[config.mk]
export PLATFORM = sky130hd
export DESIGN_NAME = answer_judge_flat
export DESIGN_NICKNAME = d
export VERILOG_FILES = /design/src/rtl/game_pkg.sv /design/src/rtl/answer_judge_if.sv /design/src/rtl/debouncer.sv /design/src/rtl/answer_judge.sv /design/src/flat_wrapper.sv
export SDC_FILE = /design/constraint.sdc
export NUM_CORES = 1
export LEC_CHECK = 0
export CORE_ASPECT_RATIO = 2
export CORE_MARGIN = 2
export CORE_UTILIZATION = 60
export CTS_CLUSTER_SIZE = 10
export DETAILED_ROUTE_END_ITERATION = 12
export GPL_TIMING_DRIVEN = 0
export PLACE_DENSITY = 0.8
export RECOVER_POWER = 100
export SLEW_MARGIN = 30
export SYNTH_ARGS = -nofsm -noshare
export SYNTH_HDL_FRONTEND = slang
export SYNTH_SLANG_ARGS = --single-unit
[constraint.sdc]
create_clock -name CLOCK_50 -period 5.61 [get_ports CLOCK_50]
set_clock_uncertainty 0.1 [all_clocks]
set_input_delay 0.8415 -clock CLOCK_50 [delete_from_list [all_inputs] [get_ports CLOCK_50]]
set_output_delay 0.8415 -clock CLOCK_50 [all_outputs]
set_load 0.01 [all_outputs]
[src/rtl/game_pkg.sv]
// Shared types and constants for the colour-matching game.
package game_pkg;

  typedef logic [2:0] colour_t;

  localparam int      NUM_COLOURS    = 5;
  localparam colour_t INVALID_COLOUR = 3'b111;

  typedef enum logic [1:0] {
    IDLE,
    JUDGE,
    LOCKOUT,
    WAIT_RELEASE
  } judge_state_t;

endpackage

[src/rtl/answer_judge_if.sv]
// Player-side signal bundle of the answer judge.
// The master drives the button, switches, answer and game_over and receives
// the judgement. The slave is the judge itself.
interface answer_judge_if;
  import game_pkg::*;

  logic                   game_over;
  logic                   submit_n;
  logic [NUM_COLOURS-1:0] sw;
  colour_t                answer_colour;
  logic                   correct_pulse;
  logic                   wrong_pulse;
  logic                   busy;
  colour_t                last_guess;

  modport master (
    output game_over, submit_n, sw, answer_colour,
    input  correct_pulse, wrong_pulse, busy, last_guess
  );

  modport slave (
    input  game_over, submit_n, sw, answer_colour,
    output correct_pulse, wrong_pulse, busy, last_guess
  );

endinterface

[src/rtl/debouncer.sv]
// Two-flop synchroniser plus stability counter for an active-low pushbutton.
// The debounced level starts released (high) and follows the synchronised
// input only after it has disagreed for DEBOUNCE_CYCLES consecutive cycles.
// fall is a one-cycle pulse on the cycle the debounced level becomes low.
module debouncer #(
  parameter int DEBOUNCE_CYCLES = 1_000_000
) (
  input  logic clk,
  input  logic rst,
  input  logic raw,
  output logic level,
  output logic fall
);

  localparam int              CNT_W = $clog2(DEBOUNCE_CYCLES + 1);
  localparam logic [CNT_W-1:0] LAST = CNT_W'(DEBOUNCE_CYCLES - 1);

  logic             sync_a;
  logic             sync_b;
  logic [CNT_W-1:0] cnt;

  // Bring the raw button into the clock domain; resets to the released level.
  always_ff @(posedge clk or posedge rst) begin
    if (rst) begin
      sync_a <= 1'b1;
      sync_b <= 1'b1;
    end else begin
      sync_a <= raw;
      sync_b <= sync_a;
    end
  end

  // Count consecutive disagreeing cycles; any agreement restarts the count.
  always_ff @(posedge clk or posedge rst) begin
    if (rst) begin
      cnt   <= '0;
      level <= 1'b1;
      fall  <= 1'b0;
    end else begin
      fall <= 1'b0;
      if (sync_b == level) begin
        cnt <= '0;
      end else if (cnt >= LAST) begin
        level <= sync_b;
        fall  <= level;
        cnt   <= '0;
      end else begin
        cnt <= cnt + CNT_W'(1);
      end
    end
  end

endmodule

[src/rtl/answer_judge.sv]
// Answer judge: debounces the submit button, captures the switch guess on
// each press, compares it with the current answer colour and emits one
// correct/wrong pulse per press, followed by a lockout and a wait for release.
// Optional build macro: ANSWER_JUDGE_STRICT_ONEHOT_EN -- when defined, two or
// more switches set is an invalid guess; otherwise the lowest set bit wins.
module answer_judge
  import game_pkg::*;
#(
  parameter int DEBOUNCE_CYCLES = 1_000_000,
  parameter int LOCKOUT_CYCLES  = 25_000_000
) (
  input  logic           CLOCK_50,
  input  logic           reset,
  answer_judge_if.slave  bus
);

  localparam int              LCK_W     = $clog2(LOCKOUT_CYCLES + 1);
  localparam logic [LCK_W-1:0] LOCK_LAST = LCK_W'(LOCKOUT_CYCLES - 1);

  logic                   btn_level;
  logic                   btn_fall;
  logic [NUM_COLOURS-1:0] sw_meta;
  logic [NUM_COLOURS-1:0] sw_sync;
  colour_t                guess_now;
  logic                   guess_match;

  judge_state_t           state;
  logic [LCK_W-1:0]       lock_cnt;
  colour_t                guess_q;
  logic                   match_q;
  logic                   busy_q;
  colour_t                last_guess_q;

  // Map the switch pattern to a colour code or INVALID_COLOUR.
  function automatic colour_t decode_guess(input logic [NUM_COLOURS-1:0] s);
    colour_t g;
    g = INVALID_COLOUR;
`ifdef ANSWER_JUDGE_STRICT_ONEHOT_EN
    if ($countones(s) == 1) begin
      for (int i = 0; i < NUM_COLOURS; i++) begin
        if (s[i]) g = colour_t'(i);
      end
    end
`else
    for (int i = NUM_COLOURS - 1; i >= 0; i--) begin
      if (s[i]) g = colour_t'(i);
    end
`endif
    return g;
  endfunction

  debouncer #(
    .DEBOUNCE_CYCLES (DEBOUNCE_CYCLES)
  ) u_submit (
    .clk   (CLOCK_50),
    .rst   (reset),
    .raw   (bus.submit_n),
    .level (btn_level),
    .fall  (btn_fall)
  );

  // Switches only need synchronising: they are sampled once, at press time.
  always_ff @(posedge CLOCK_50 or posedge reset) begin
    if (reset) begin
      sw_meta <= '0;
      sw_sync <= '0;
    end else begin
      sw_meta <= bus.sw;
      sw_sync <= sw_meta;
    end
  end

  assign guess_now   = decode_guess(sw_sync);
  assign guess_match = (guess_now != INVALID_COLOUR) && (guess_now == bus.answer_colour);

  // Judgement FSM: capture on press, judge for one cycle, lock out, await release.
  always_ff @(posedge CLOCK_50 or posedge reset) begin
    if (reset) begin
      state        <= IDLE;
      lock_cnt     <= '0;
      guess_q      <= '0;
      match_q      <= 1'b0;
      busy_q       <= 1'b0;
      last_guess_q <= '0;
    end else begin
      case (state)
        IDLE: begin
          lock_cnt <= '0;
          // A press during game over is dropped; the button must be released
          // and pressed again to produce a new falling edge.
          if (btn_fall && !bus.game_over) begin
            guess_q <= guess_now;
            match_q <= guess_match;
            busy_q  <= 1'b1;
            state   <= JUDGE;
          end
        end
        JUDGE: begin
          last_guess_q <= guess_q;
          lock_cnt     <= '0;
          state        <= LOCKOUT;
        end
        LOCKOUT: begin
          if (lock_cnt >= LOCK_LAST) begin
            lock_cnt <= '0;
            state    <= WAIT_RELEASE;
          end else begin
            lock_cnt <= lock_cnt + LCK_W'(1);
          end
        end
        WAIT_RELEASE: begin
          if (btn_level) begin
            busy_q <= 1'b0;
            state  <= IDLE;
          end
        end
        default: begin
          busy_q <= 1'b0;
          state  <= IDLE;
        end
      endcase
    end
  end

  // The verdict is fixed at capture time; game_over only gates its visibility
  // so that a game ending on the judge cycle suppresses the pulse.
  assign bus.correct_pulse = (state == JUDGE) && !bus.game_over && match_q;
  assign bus.wrong_pulse   = (state == JUDGE) && !bus.game_over && !match_q;
  assign bus.busy          = busy_q;
  assign bus.last_guess    = last_guess_q;

endmodule

[src/flat_wrapper.sv]
// flat-port wrapper written by rule: the top's interface ports become plain ports
module answer_judge_flat import game_pkg::*;
#(
  parameter int DEBOUNCE_CYCLES = 1_000_000,
  parameter int LOCKOUT_CYCLES  = 25_000_000
)
  (CLOCK_50, reset, bus_game_over, bus_submit_n, bus_sw, bus_answer_colour, bus_correct_pulse, bus_wrong_pulse, bus_busy, bus_last_guess);
  answer_judge_if bus_i ();
  input  logic CLOCK_50;
  input  logic reset;
  input wire logic [$bits(bus_i.game_over)-1:0] bus_game_over;
  input wire logic [$bits(bus_i.submit_n)-1:0] bus_submit_n;
  input wire logic [$bits(bus_i.sw)-1:0] bus_sw;
  input wire logic [$bits(bus_i.answer_colour)-1:0] bus_answer_colour;
  output wire logic [$bits(bus_i.correct_pulse)-1:0] bus_correct_pulse;
  output wire logic [$bits(bus_i.wrong_pulse)-1:0] bus_wrong_pulse;
  output wire logic [$bits(bus_i.busy)-1:0] bus_busy;
  output wire logic [$bits(bus_i.last_guess)-1:0] bus_last_guess;
  assign bus_i.game_over = bus_game_over;
  assign bus_i.submit_n = bus_submit_n;
  assign bus_i.sw = bus_sw;
  assign bus_i.answer_colour = bus_answer_colour;
  assign bus_correct_pulse = bus_i.correct_pulse;
  assign bus_wrong_pulse = bus_i.wrong_pulse;
  assign bus_busy = bus_i.busy;
  assign bus_last_guess = bus_i.last_guess;
  answer_judge #(.DEBOUNCE_CYCLES(DEBOUNCE_CYCLES), .LOCKOUT_CYCLES(LOCKOUT_CYCLES)) u_core (.CLOCK_50(CLOCK_50), .reset(reset), .bus(bus_i));
endmodule
==> summary.txt, run 1 <==
Critical path
  • WP data required: 4670 ps
  • CP Capture Type: primary output
  • Critical path's slowest cell: dlygate4sd3_1
  • Worst stage delay on the critical path: 620 ps
  • Worst R2R Start: u_core.lock_cnt[0]$_DFFE_PP0P_
  • Worst EP arrival: roughly 2300 ps
  • Reg2Reg Depth: 7
  • CP max FO: 4
  • Crit-path cells: dlygate4sd3_1, and3b_1, dlygate4sd3_1
  • R2R Setup Slk: 2880 ps
  • Crit path top cell by count: dlygate4sd3_1
  • Reg-to-Reg End: u_core.lock_cnt[16]$_DFFE_PP0P_
  • Type of origin of the critical path: input pin
  • Setup Crit Path Kind: input pin to primary output

STA
  • Worst-Margin Slew: roughly 1500 ps
  • Hold Fails Final Rpt: 0
  • Tmin final: 3220 ps
  • Worst hold slack: 246 ps
  • Final setup viols: 0
  • Max Freq: roughly 0.31 GHz
  • Max Slew Vio Count: 1
  • Relative slew margins: -0.00197
  • RSZ-0062 raised after global routing: false
  • Crit share post-route: 0.573
  • Setup TNS: 0 ps

Logic synthesis
  • Most frequent cell after synthesis: dfrtp_1
  • Number of distinct library cells after synthesis: 61
  • Synth Area per Inst: 10.1 um2
  • Share of flip-flops with an asynchronous set or reset: 1.00
  • Top FF cell, synth: dfrtp_1
  • Post-synth EDFFs: 0
  • Sequential share of the synthesized area: 0.489
  • Synth top cells by count: 66 x dfrtp_1, 40 x nor2_1, 27 x nand2_1, 21 x nand3_1, 18 x nand4_1
  • Post-synth net total: 369
  • Largest area contributor in the synthesized netlist: dfrtp_1
  • Synth top area cells: dfrtp_1 47%, nor2_1 4.2%, xor2_1 4.2%, xnor2_1 3.5%, nand4_1 3.2%
  • #FFs+latches synth: 69
  • Post-Syn Instances: 350
  • Ys Warns: 0
  • Synth top area share: 0.467
  • Post-Syn Area: ~0.0035 mm2

Run
  • Max_cap viols: 1

Clock tree
  • Post-CTS setup buffers: 0
  • Clock sink count: 69
  • CTS tree: yes
  • # resized after CTS: 0
  • Worst-path clk slew: 50 ps
  • CTS Buffer Depth: 2
  • Hold buffer count at CTS: 0
  • Root buffer cell: clkbuf_16
  • Num CTS Buffers: 9
  • H-tree levels: 3
  • Worst skew pair latency: roughly 330 ps

Placed design
  • Placed Cells: roughly 430
  • Hpwl dp: 5340 um
  • Port Buffers: 17
  • GP Congestion: ~0.89

GRT
  • Largest net degree at the start of global routing: 38
  • Global-route wire length before repair: around 13000 um
  • GRT Util Overall: 0.255
  • GR peak layer: met2
  • Met1 global-route usage: 0.266
  • Vias in the first global route: ~2800
  • Initial antenna violation count: 0
  • Total congestion overflow: 0
  • Met2 Usage GRT: 0.456
  • Met3 Usage GRT: 0.0495

Final layout
  • Final cell count without fillers: roughly 450
  • Fillers: approximately 430
  • N_diodes: 0
  • Area of the multi-input gates: roughly 0.0016 mm2
  • Ratio of cells with drive above 1 in the final layout: 0.104
  • Final nets: a little under 400
  • FF+latch area: about 0.0017 mm2
  • Synthesis-to-layout area growth: 14.7%

Min path
  • Worst hold endpoint: u_core.sw_sync[2]$_DFF_PP0_
  • Worst hold start: u_core.sw_meta[2]$_DFF_PP0_
  • Hold Path Stages: 0
  • Hold WC Path Type: register to register

Floorplanning
  • Die width: approximately 58 um
  • Placement row count: 39
  • Ports: 18
  • Die boundary height: 113 um
  • Die area: about 0.0066 mm2
  • Core Area: 0.00571 mm2
  • Initial Util: 0.620

Detailed routing
  • Final ANT Viol Nets: 0
  • Pre-antenna DRT Iters: 4
  • Drt first-iter violations: around 140
  • Vias per inst: about 6
  • Wirelength per Cell: between 15 and 20 um
  • Drt total wl: around 7400 um
  • DRC viols: 0
  • Routed vias: 2741

Power
  • Maximum vdd drop: about 450 uV
  • PD cells: approximately 270 mW/mm2
  • Static Leak: 1.72 nW

Status
  • Failing checks: capacitance limit, slew limit
  • Status: complete, but fails checks
==> area by class of cell <==
cell class | count | area share
repair buffers | 18 | 0.0468
clock inverters | 5 | 0.0148
plain buffers | 14 | 0.0197
inverters | 17 | 0.0160
clock buffers | 11 | 0.0598
well taps | 61 | 0.0188
flip-flops and latches | 69 | 0.426
multi-input cells | 250 | 0.398
==> logic make-up (layout without fill, tap and decap cells) <==
kind of cell,Yosys count,count (layout),synth area share
flip-flops,69,69,0.489
adder cells (fa/ha/maj),7,7,0.0248
AO/OA/AOI/OAI,52,52,0.105
AND/OR/NAND/NOR,155,155,0.243
multiplexers,5,5,0.0159
XOR/XNOR,31,31,0.0767
buffers and inverters,31,65,0.0463
==> placed cells by master, fill, tap and decap left out, drive strengths merged, types with 2 or more instances in the layout <==
master	n
clkinv	2
xor2	17
mux2	5
or3	6
dfrtp	66
nand3b	2
ha	7
nor2	41
or2	2
and2	4
nand2	27
nor3b	2
clkinvlp	2
a41oi	6
nand4	19
o22ai	6
dfstp	3
and4	5
clkbuf	19
o21ai	15
buf	6
dlygate4sd3	14
xnor2	14
nor3	5
clkdlybuf4s50	3
o21bai	2
nor4	5
inv	17
and3	8
nand3	21
a21oi	8
o211ai	4
a31oi	4
==> layer usage <==
metal | up-vias | share of wire
met3 | 20 | 0.021
met4 | 0 | 0.033
met1 | 1358 | 0.39
li1 | 1310 | -
met5 | - | 0
met2 | 53 | 0.56
==> worst max path at each step <==
stage             startpoint                        endpoint  cells after the start
2_1_floorplan          reset     u_core.bus.busy$_DFFE_PP0P_                      1
6_report       bus_game_over               bus_correct_pulse                      3
3_5_place_dp   bus_game_over               bus_correct_pulse                      3
5_1_grt        bus_game_over                 bus_wrong_pulse                      3
3_3_place_gp           reset  u_core.lock_cnt[6]$_DFFE_PP0P_                      2
4_1_cts        bus_game_over               bus_correct_pulse                      3
==> report_power, final <==
part	total [mW]	switching (mW)	leakage, nW	internal [mW]
registers	0.509	0.00406	0.928	0.505
clock network	0.567	0.210	0.146	0.357
logic	0.0287	0.0174	0.648	0.0113
total	1.10	0.231	1.72	0.874
==> sequential cells by signal, summed over array words and instances, names as in the netlist <==
register,flops
u_core.lock_cnt,25
u_core.u_submit.cnt,20
u_core.sw_meta,5
u_core.sw_sync,5
u_core.bus.last_guess,3
u_core.guess_q,3
u_core.state,2
u_core.bus.busy,1
u_core.match_q,1
u_core.u_submit.fall,1
u_core.u_submit.level,1
u_core.u_submit.sync_a,1
u_core.u_submit.sync_b,1
==> stage by stage <==
stage	setup slack, ps	power, mW	utilization	instance area, um2
floorplan	2930	0.532	-	3540
global placement	1840	0.545	0.663	3780
detailed placement	2550	0.549	0.667	3810
CTS	2560	1.12	0.720	4110
global route	2330	1.14	0.711	4060
finish	2390	1.10	0.711	4060
==> critical path, delay by kind of cell <==
kind / cells / cell delay (ps)
simple gates: 1 / 230
buf+inv: 2 / 1210
No activity file was read; power rests on OpenSTA's default activity.
==> run 2, diff against run 1 <==
- CORE_UTILIZATION: 60 -> 54
- PLACE_DENSITY: 0.8 -> 0.76
- clock period: 5.61 -> 2.6 ns (I/O delays scaled with it)
==> run 2 against run 1 <==
The flow now finishes without violations. Design area is 0.55% higher. Sequential share of layout area is 0.24 points lower. Combinational power is 110% higher. Clock power is 100% higher. Critical path depth is 1 higher.
==> summary.txt, run 2 (same netlist as run 1, synthesis figures left out) <==
Status
  • Status: finished, final reports clean (was complete, but fails checks)

STA
  • Max Freq: approximately 0.42 GHz
  • Max Slew Vio Count: 0 (was 1)
  • Relative slew margins: 0.147 (was -0.00197)
  • Hold Fails Final Rpt: 0 (unchanged)
  • Worst-Margin Slew: 1270 ps (was 1490 ps)
  • Tmin final: between 2000 and 2500 ps
  • Worst hold slack: 249 ps (was 246 ps)
  • RSZ-0062 raised after global routing: false (unchanged)
  • Crit share post-route: 0.919
  • Final setup viols: 0 (unchanged)

GRT
  • Total congestion overflow: 0 (unchanged)
  • Global-route wire length before repair: 12300 um (was 12700 um)
  • Met3 Usage GRT: 0.0580 (was 0.0495)
  • GRT Util Overall: 0.229 (was 0.255)
  • Vias in the first global route: 2682 (was 2785)
  • Largest net degree at the start of global routing: 41 (was 38)
  • GR peak layer: met2 (unchanged)
  • Met2 Usage GRT: 0.381 (was 0.456)
  • Initial antenna violation count: 0 (unchanged)
  • Met1 global-route usage: 0.252 (was 0.266)

Power
  • Static Leak: 1.70 nW (was 1.72 nW)
  • PD cells: 563 mW/mm2 (was 272 mW/mm2)
  • Maximum vdd drop: 451 uV (was 448 uV)

Clock tree
  • Worst-path clk slew: 60 ps (was 50 ps)
  • CTS Buffer Depth: 2 (unchanged)
  • Root buffer cell: clkbuf_16 (unchanged)
  • Hold buffer count at CTS: 0 (unchanged)
  • Post-CTS setup buffers: 0 (unchanged)
  • Clock sink count: 69 (unchanged)
  • # resized after CTS: 0 (unchanged)
  • H-tree levels: 3 (unchanged)
  • Num CTS Buffers: 9 (unchanged)
  • Worst skew pair latency: 340 ps (was 330 ps)
  • CTS tree: yes (unchanged)

Final layout
  • Commonest non-fill, non-tap cell in the layout: dfrtp_1 (unchanged)
  • Synthesis-to-layout area growth: 15.4% (was 14.7%)
  • Post-route design area: 0.00408 mm2 (was 0.00406 mm2)
  • N_diodes: 0 (unchanged)
  • Flip-flop count of the largest register after layout: 25 (unchanged)
  • Ratio of cells with drive above 1 in the final layout: 0.120 (was 0.104)
  • Commonest non-fill, non-tap cells in the layout: 66 x dfrtp_1, 40 x nor2_1, 27 x nand2_1 (unchanged)
  • Post-layout util: 0.647 (was 0.711)
  • Final nets: 398 (unchanged)
  • Fillers: 540 (was 427)
  • Register with the most flip-flops: u_core.lock_cnt (unchanged)
  • Largest regs: u_core.lock_cnt (25), u_core.u_submit.cnt (20) (unchanged)

Placed design
  • Hpwl dp: 5360 um (was 5340 um)
  • GP Congestion: 0.835 (was 0.890)
  • Cell Area, Placed: 0.00384 mm2 (was 0.00381 mm2)
  • Port Buffers: 17 (unchanged)

Detailed routing
  • Wirelength per Cell: 15.6 um (was 16.6 um)
  • Drt first-iter violations: 124 (was 141)
  • Final ANT Viol Nets: 0 (unchanged)
  • Vias per inst: 5.77 (was 6.16)
  • Routed vias: 2711 (was 2741)
  • DRC viols: 0 (unchanged)
  • Pre-antenna DRT Iters: 4 (unchanged)
  • Drt total wl: 7350 um (was 7370 um)

Critical path
  • CP Capture Type: primary output (unchanged)
  • Worst stage delay on the critical path: 590 ps (was 620 ps)
  • Setup Crit Path Kind: register to primary output (was input pin to primary output)
  • Critical path's slowest cell: dlygate4sd3_1 (unchanged)
  • Crit-path cells: inv_1, ha_1, and3b_1, dlygate4sd3_1 (was dlygate4sd3_1, and3b_1, dlygate4sd3_1)
  • Type of origin of the critical path: register (was input pin)
  • CP max FO: 5 (was 4)
  • Worst EP arrival: 1900 ps (was 2280 ps)
  • WP data required: 2110 ps (was 4670 ps)

Floorplanning
  • Die boundary height: 118 um (was 113 um)
  • Initial Util: 0.561 (was 0.620)
  • Die area: 0.00726 mm2 (was 0.00656 mm2)
  • Die width: 61.2 um (was 58.3 um)
  • Core Area: 0.00631 mm2 (was 0.00571 mm2)
  • Ports: 18 (unchanged)
  • Placement row count: 41 (was 39)

Min path
  • Hold WC Path Type: register to register (unchanged)

Run
  • Max_cap viols: 0 (was 1)
-- run 2: cell types whose count changed in the layout (fill, tap and decap cells not counted), moves of 2 or more --
| cell | previous run | this run |
|---|---|---|
| a31oi_1 | 4 | 2 |
| clkbuf_1 | 8 | 5 |
| clkdlybuf4s50_1 | 3 | 5 |
| clkinv_4 | 1 | 4 |
| dlygate4sd3_1 | 14 | 12 |
-- run 2: critical path: cells and delay by family, from the launching register on --
kind / cells / cell delay [ps]
buffers and inverters: 2 / 690
DFF: 1 / 430
and+or+nand+nor: 1 / 180
adders and majority gates: 1 / 260
-- run 2: final timing paths --
path                                                 from                         endpoint  slack (ps)  cells after the start
max reg2reg                u_core.lock_cnt[0]$_DFFE_PP0P_  u_core.lock_cnt[10]$_DFFE_PP0P_         230                      7
max in group asynchronous                           reset   u_core.lock_cnt[4]$_DFFE_PP0P_         540                      3
min in group asynchronous                           reset      u_core.sw_meta[1]$_DFF_PP0_         670                      2
max                           u_core.state[1]$_DFFE_PP0P_                bus_correct_pulse         210                      4
min reg2reg                   u_core.sw_meta[2]$_DFF_PP0_      u_core.sw_sync[2]$_DFF_PP0_         250                      0
min                           u_core.sw_meta[2]$_DFF_PP0_      u_core.sw_sync[2]$_DFF_PP0_         250                      0
-- run 2: report_power, final --
| group | leakage [nW] | switching, mW | internal, mW |
|---|---|---|---|
| logic | 0.633 | 0.0375 | 0.0223 |
| clock network | 0.140 | 0.486 | 0.656 |
| registers | 0.928 | 0.00834 | 1.09 |
-- run 2: routing by layer --
metal,vias up,share of wire
met5,-,0
met4,0,0.029
met3,17,0.021
met2,37,0.58
met1,1352,0.37
li1,1305,-
-- run 2: final cells by class --
class	instances	area [um2]	share of cell area
Sequential cell	69	1730	0.424
Multi-Input combinational cell	250	1630	0.399
Clock buffer	9	225	0.0552
Timing Repair Buffer	18	178	0.0435
Tap cell	86	108	0.0264
Buffer	14	91.3	0.0224
Inverter	17	65.1	0.0159
Clock inverter	7	57.6	0.0141
-- run 2: through the flow --
stage | cells | setup TNS [ps] | total power, mW | setup WS, ps
floorplan | 350 | 0 | 1.15 | 375
global placement | 453 | -49390 | 1.18 | -748
detailed placement | 454 | 0 | 1.18 | 331
CTS | 470 | 0 | 2.33 | 184
global route | 470 | 0 | 2.39 | 69.4
finish | 470 | 0 | 2.30 | 211
==> run 3, diff against run 2 <==
- REMOVE_ABC_BUFFERS: not set -> 1
- SETUP_SLACK_MARGIN: not set -> 0.4
==> run 3 against run 2 <==
Worst setup slack improved by 92 ps. Final cell count up 1.3%. Highest routed layer unchanged. Via count is 2.6% higher. Critical endpoint is now u_core.lock_cnt[24]$_DFFE_PP0P_. Non-clock buffer count increased by 6. Largest cell class unchanged. Core utilization is 3.2 points higher. Die area stayed put. Global-route usage grew 0.32 points. Count of clock-buffer cells in the layout did not move.
==> summary.txt, run 3 (same netlist as run 1, synthesis figures left out) <==
Status
  • Status: finished, final reports clean (unchanged)

Final layout
  • Fillers: 475 (was 540)
  • Commonest non-fill, non-tap cell in the layout: dfrtp_1 (unchanged)
  • Commonest non-fill, non-tap cells in the layout: 66 x dfrtp_1, 39 x nor2_1, 27 x nand2_1 (was 66 x dfrtp_1, 40 x nor2_1, 27 x nand2_1)
  • Post-layout util: 0.679 (was 0.647)
  • Ratio of cells with drive above 1 in the final layout: 0.164 (was 0.120)
  • Final cell count without fillers: 476 (was 470)
  • Largest regs: u_core.lock_cnt (25), u_core.u_submit.cnt (20) (unchanged)
  • N_diodes: 0 (unchanged)
  • FF+latch area: 0.00173 mm2 (unchanged)
  • Post-route design area: 0.00429 mm2 (was 0.00408 mm2)
  • Flip-flop count of the largest register after layout: 25 (unchanged)
  • Final nets: 404 (was 398)
  • Area of the multi-input gates: 0.00170 mm2 (was 0.00163 mm2)
  • Synthesis-to-layout area growth: 21.1% (was 15.4%)
  • Register with the most flip-flops: u_core.lock_cnt (unchanged)

Power
  • PD cells: 594 mW/mm2 (was 563 mW/mm2)
  • Static Leak: 1.82 nW (was 1.70 nW)
  • Maximum vdd drop: 368 uV (was 451 uV)

Placed design
  • GP Congestion: 0.883 (was 0.835)
  • Placed Cells: 440 (was 454)
  • Hpwl dp: 5070 um (was 5360 um)
  • Cell Area, Placed: 0.00375 mm2 (was 0.00384 mm2)
  • Port Buffers: 17 (unchanged)
  • Place WS: 157 ps (was 331 ps)

Run
  • Max_cap viols: 0 (unchanged)

Clock tree
  • H-tree levels: 3 (unchanged)
  • Worst-path clk slew: 60 ps (about the same)
  • Clock sink count: 69 (unchanged)
  • CTS Buffer Depth: 2 (unchanged)
  • Root buffer cell: clkbuf_16 (unchanged)
  • CTS tree: yes (unchanged)
  • Worst skew pair latency: 340 ps (about the same)
  • Num CTS Buffers: 9 (unchanged)
  • Hold buffer count at CTS: 0 (unchanged)

Floorplanning
  • Initial Util: 0.561 (unchanged)
  • Placement row count: 41 (unchanged)
  • Die boundary height: 118 um (unchanged)
  • Die width: 61.2 um (unchanged)
  • Die area: 0.00726 mm2 (unchanged)
  • Core Area: 0.00631 mm2 (unchanged)
  • Ports: 18 (unchanged)

Critical path
  • CP max FO: 12 (was 5)
  • Setup Crit Path Kind: register to register (was register to primary output)
  • Worst EP arrival: 2410 ps (was 1900 ps)
  • R2R Setup Slk: 300 ps (was 230 ps)
  • Reg2Reg Depth: 7 (unchanged)
  • WP data required: 2720 ps (was 2110 ps)
  • Worst R2R Start: u_core.lock_cnt[15]$_DFFE_PP0P_ (was u_core.lock_cnt[0]$_DFFE_PP0P_)
  • Worst Setup EP: u_core.lock_cnt[24]$_DFFE_PP0P_ (was bus_correct_pulse)
  • Reg-to-Reg End: u_core.lock_cnt[24]$_DFFE_PP0P_ (was u_core.lock_cnt[10]$_DFFE_PP0P_)
  • CP Capture Type: register (was primary output)
  • Type of origin of the critical path: register (unchanged)
  • Setup crit start: u_core.lock_cnt[15]$_DFFE_PP0P_ (was u_core.state[1]$_DFFE_PP0P_)

Detailed routing
  • DRC viols: 0 (unchanged)
  • Routed vias: 2781 (was 2711)
  • Final ANT Viol Nets: 0 (unchanged)
  • Drt total wl: 7860 um (was 7350 um)
  • Drt first-iter violations: 169 (was 124)
  • Pre-antenna DRT Iters: 4 (unchanged)
  • Vias per inst: 5.84 (was 5.77)
  • Wirelength per Cell: 16.5 um (was 15.6 um)

STA
  • RSZ-0062 raised after global routing: true (was false)
  • Relative slew margins: 0.0636 (was 0.147)
  • Worst-Margin Slew: 1400 ps (was 1270 ps)
  • Max Freq: 0.435 GHz (was 0.419 GHz)
  • Setup WS post-layout: 303 ps (was 211 ps)
  • Final setup viols: 0 (unchanged)
  • Worst hold slack: 243 ps (was 249 ps)
  • Hold Fails Final Rpt: 0 (unchanged)
  • Max Slew Vio Count: 0 (unchanged)
  • Tmin final: 2300 ps (was 2390 ps)
  • Crit share post-route: 0.884 (was 0.919)

GRT
  • Largest net degree at the start of global routing: 40 (was 41)
  • GRT Util Overall: 0.233 (was 0.229)
  • Initial antenna violation count: 0 (unchanged)
  • Total congestion overflow: 0 (unchanged)
  • Vias in the first global route: 2769 (was 2682)
  • Global-route wire length before repair: 12600 um (was 12300 um)

Min path
  • Hold WC Path Type: register to register (unchanged)
  • Worst hold start: u_core.sw_meta[3]$_DFF_PP0_ (was u_core.sw_meta[2]$_DFF_PP0_)
## run 3: metrics by stage
step | setup TNS [ps] | power, mW
after detailed placement | 0 | 1.18
after CTS | 0 | 2.57
final | 0 | 2.54
after floorplan | 0 | 1.15
after global routing | 0 | 2.62
after global placement | -48370 | 1.17
## run 3: layout make-up
cell class / count / share of cell area
clock buffers: 9 / 0.0526
clock inverters: 7 / 0.0266
inverters: 17 / 0.0152
multi-input cells: 250 / 0.396
flip-flops and latches: 69 / 0.404
well taps: 86 / 0.0251
repair buffers: 38 / 0.0812
## run 3: report_power, final
part | total [mW] | internal, mW | switching [mW]
Clock | 1.38 | 0.932 | 0.452
Sequential | 1.10 | 1.09 | 0.00838
Combinational | 0.0629 | 0.0243 | 0.0386
## run 3: worst min-delay path by stage
| stage | to | cells past startpoint |
|---|---|---|
| finish | u_core.sw_sync[3]$_DFF_PP0_ | 0 |
| global route | u_core.sw_sync[4]$_DFF_PP0_ | 0 |
| CTS | u_core.sw_sync[3]$_DFF_PP0_ | 0 |
| detailed placement | u_core.sw_sync[3]$_DFF_PP0_ | 0 |
| global placement | u_core.sw_sync[3]$_DFF_PP0_ | 0 |
| floorplan | u_core.sw_sync[0]$_DFF_PP0_ | 0 |
## run 3: metal layers
layer  GRT usage  wire length [um]  vias up
li1            -                 -     1324
met1       0.251              2910     1383
met2       0.402              4560       59
met3      0.0503               200       15
met4       0.114               192        0
met5           0                 0        -
## run 3: worst max-delay path, stage by stage, from the launching register on
cell      delay [ps]
dfrtp_1          450
or3_1            420
nor2_1           180
nand4_4          190
clkbuf_4         190
a31oi_1          390
buf_12           190
nor2_1            60
## run 3: what timing repair did
action	CTS	global route
gates resized for setup	16	10
pin swaps	5	5
buffers inserted	6	14
endpoints found under the setup margin	26	42
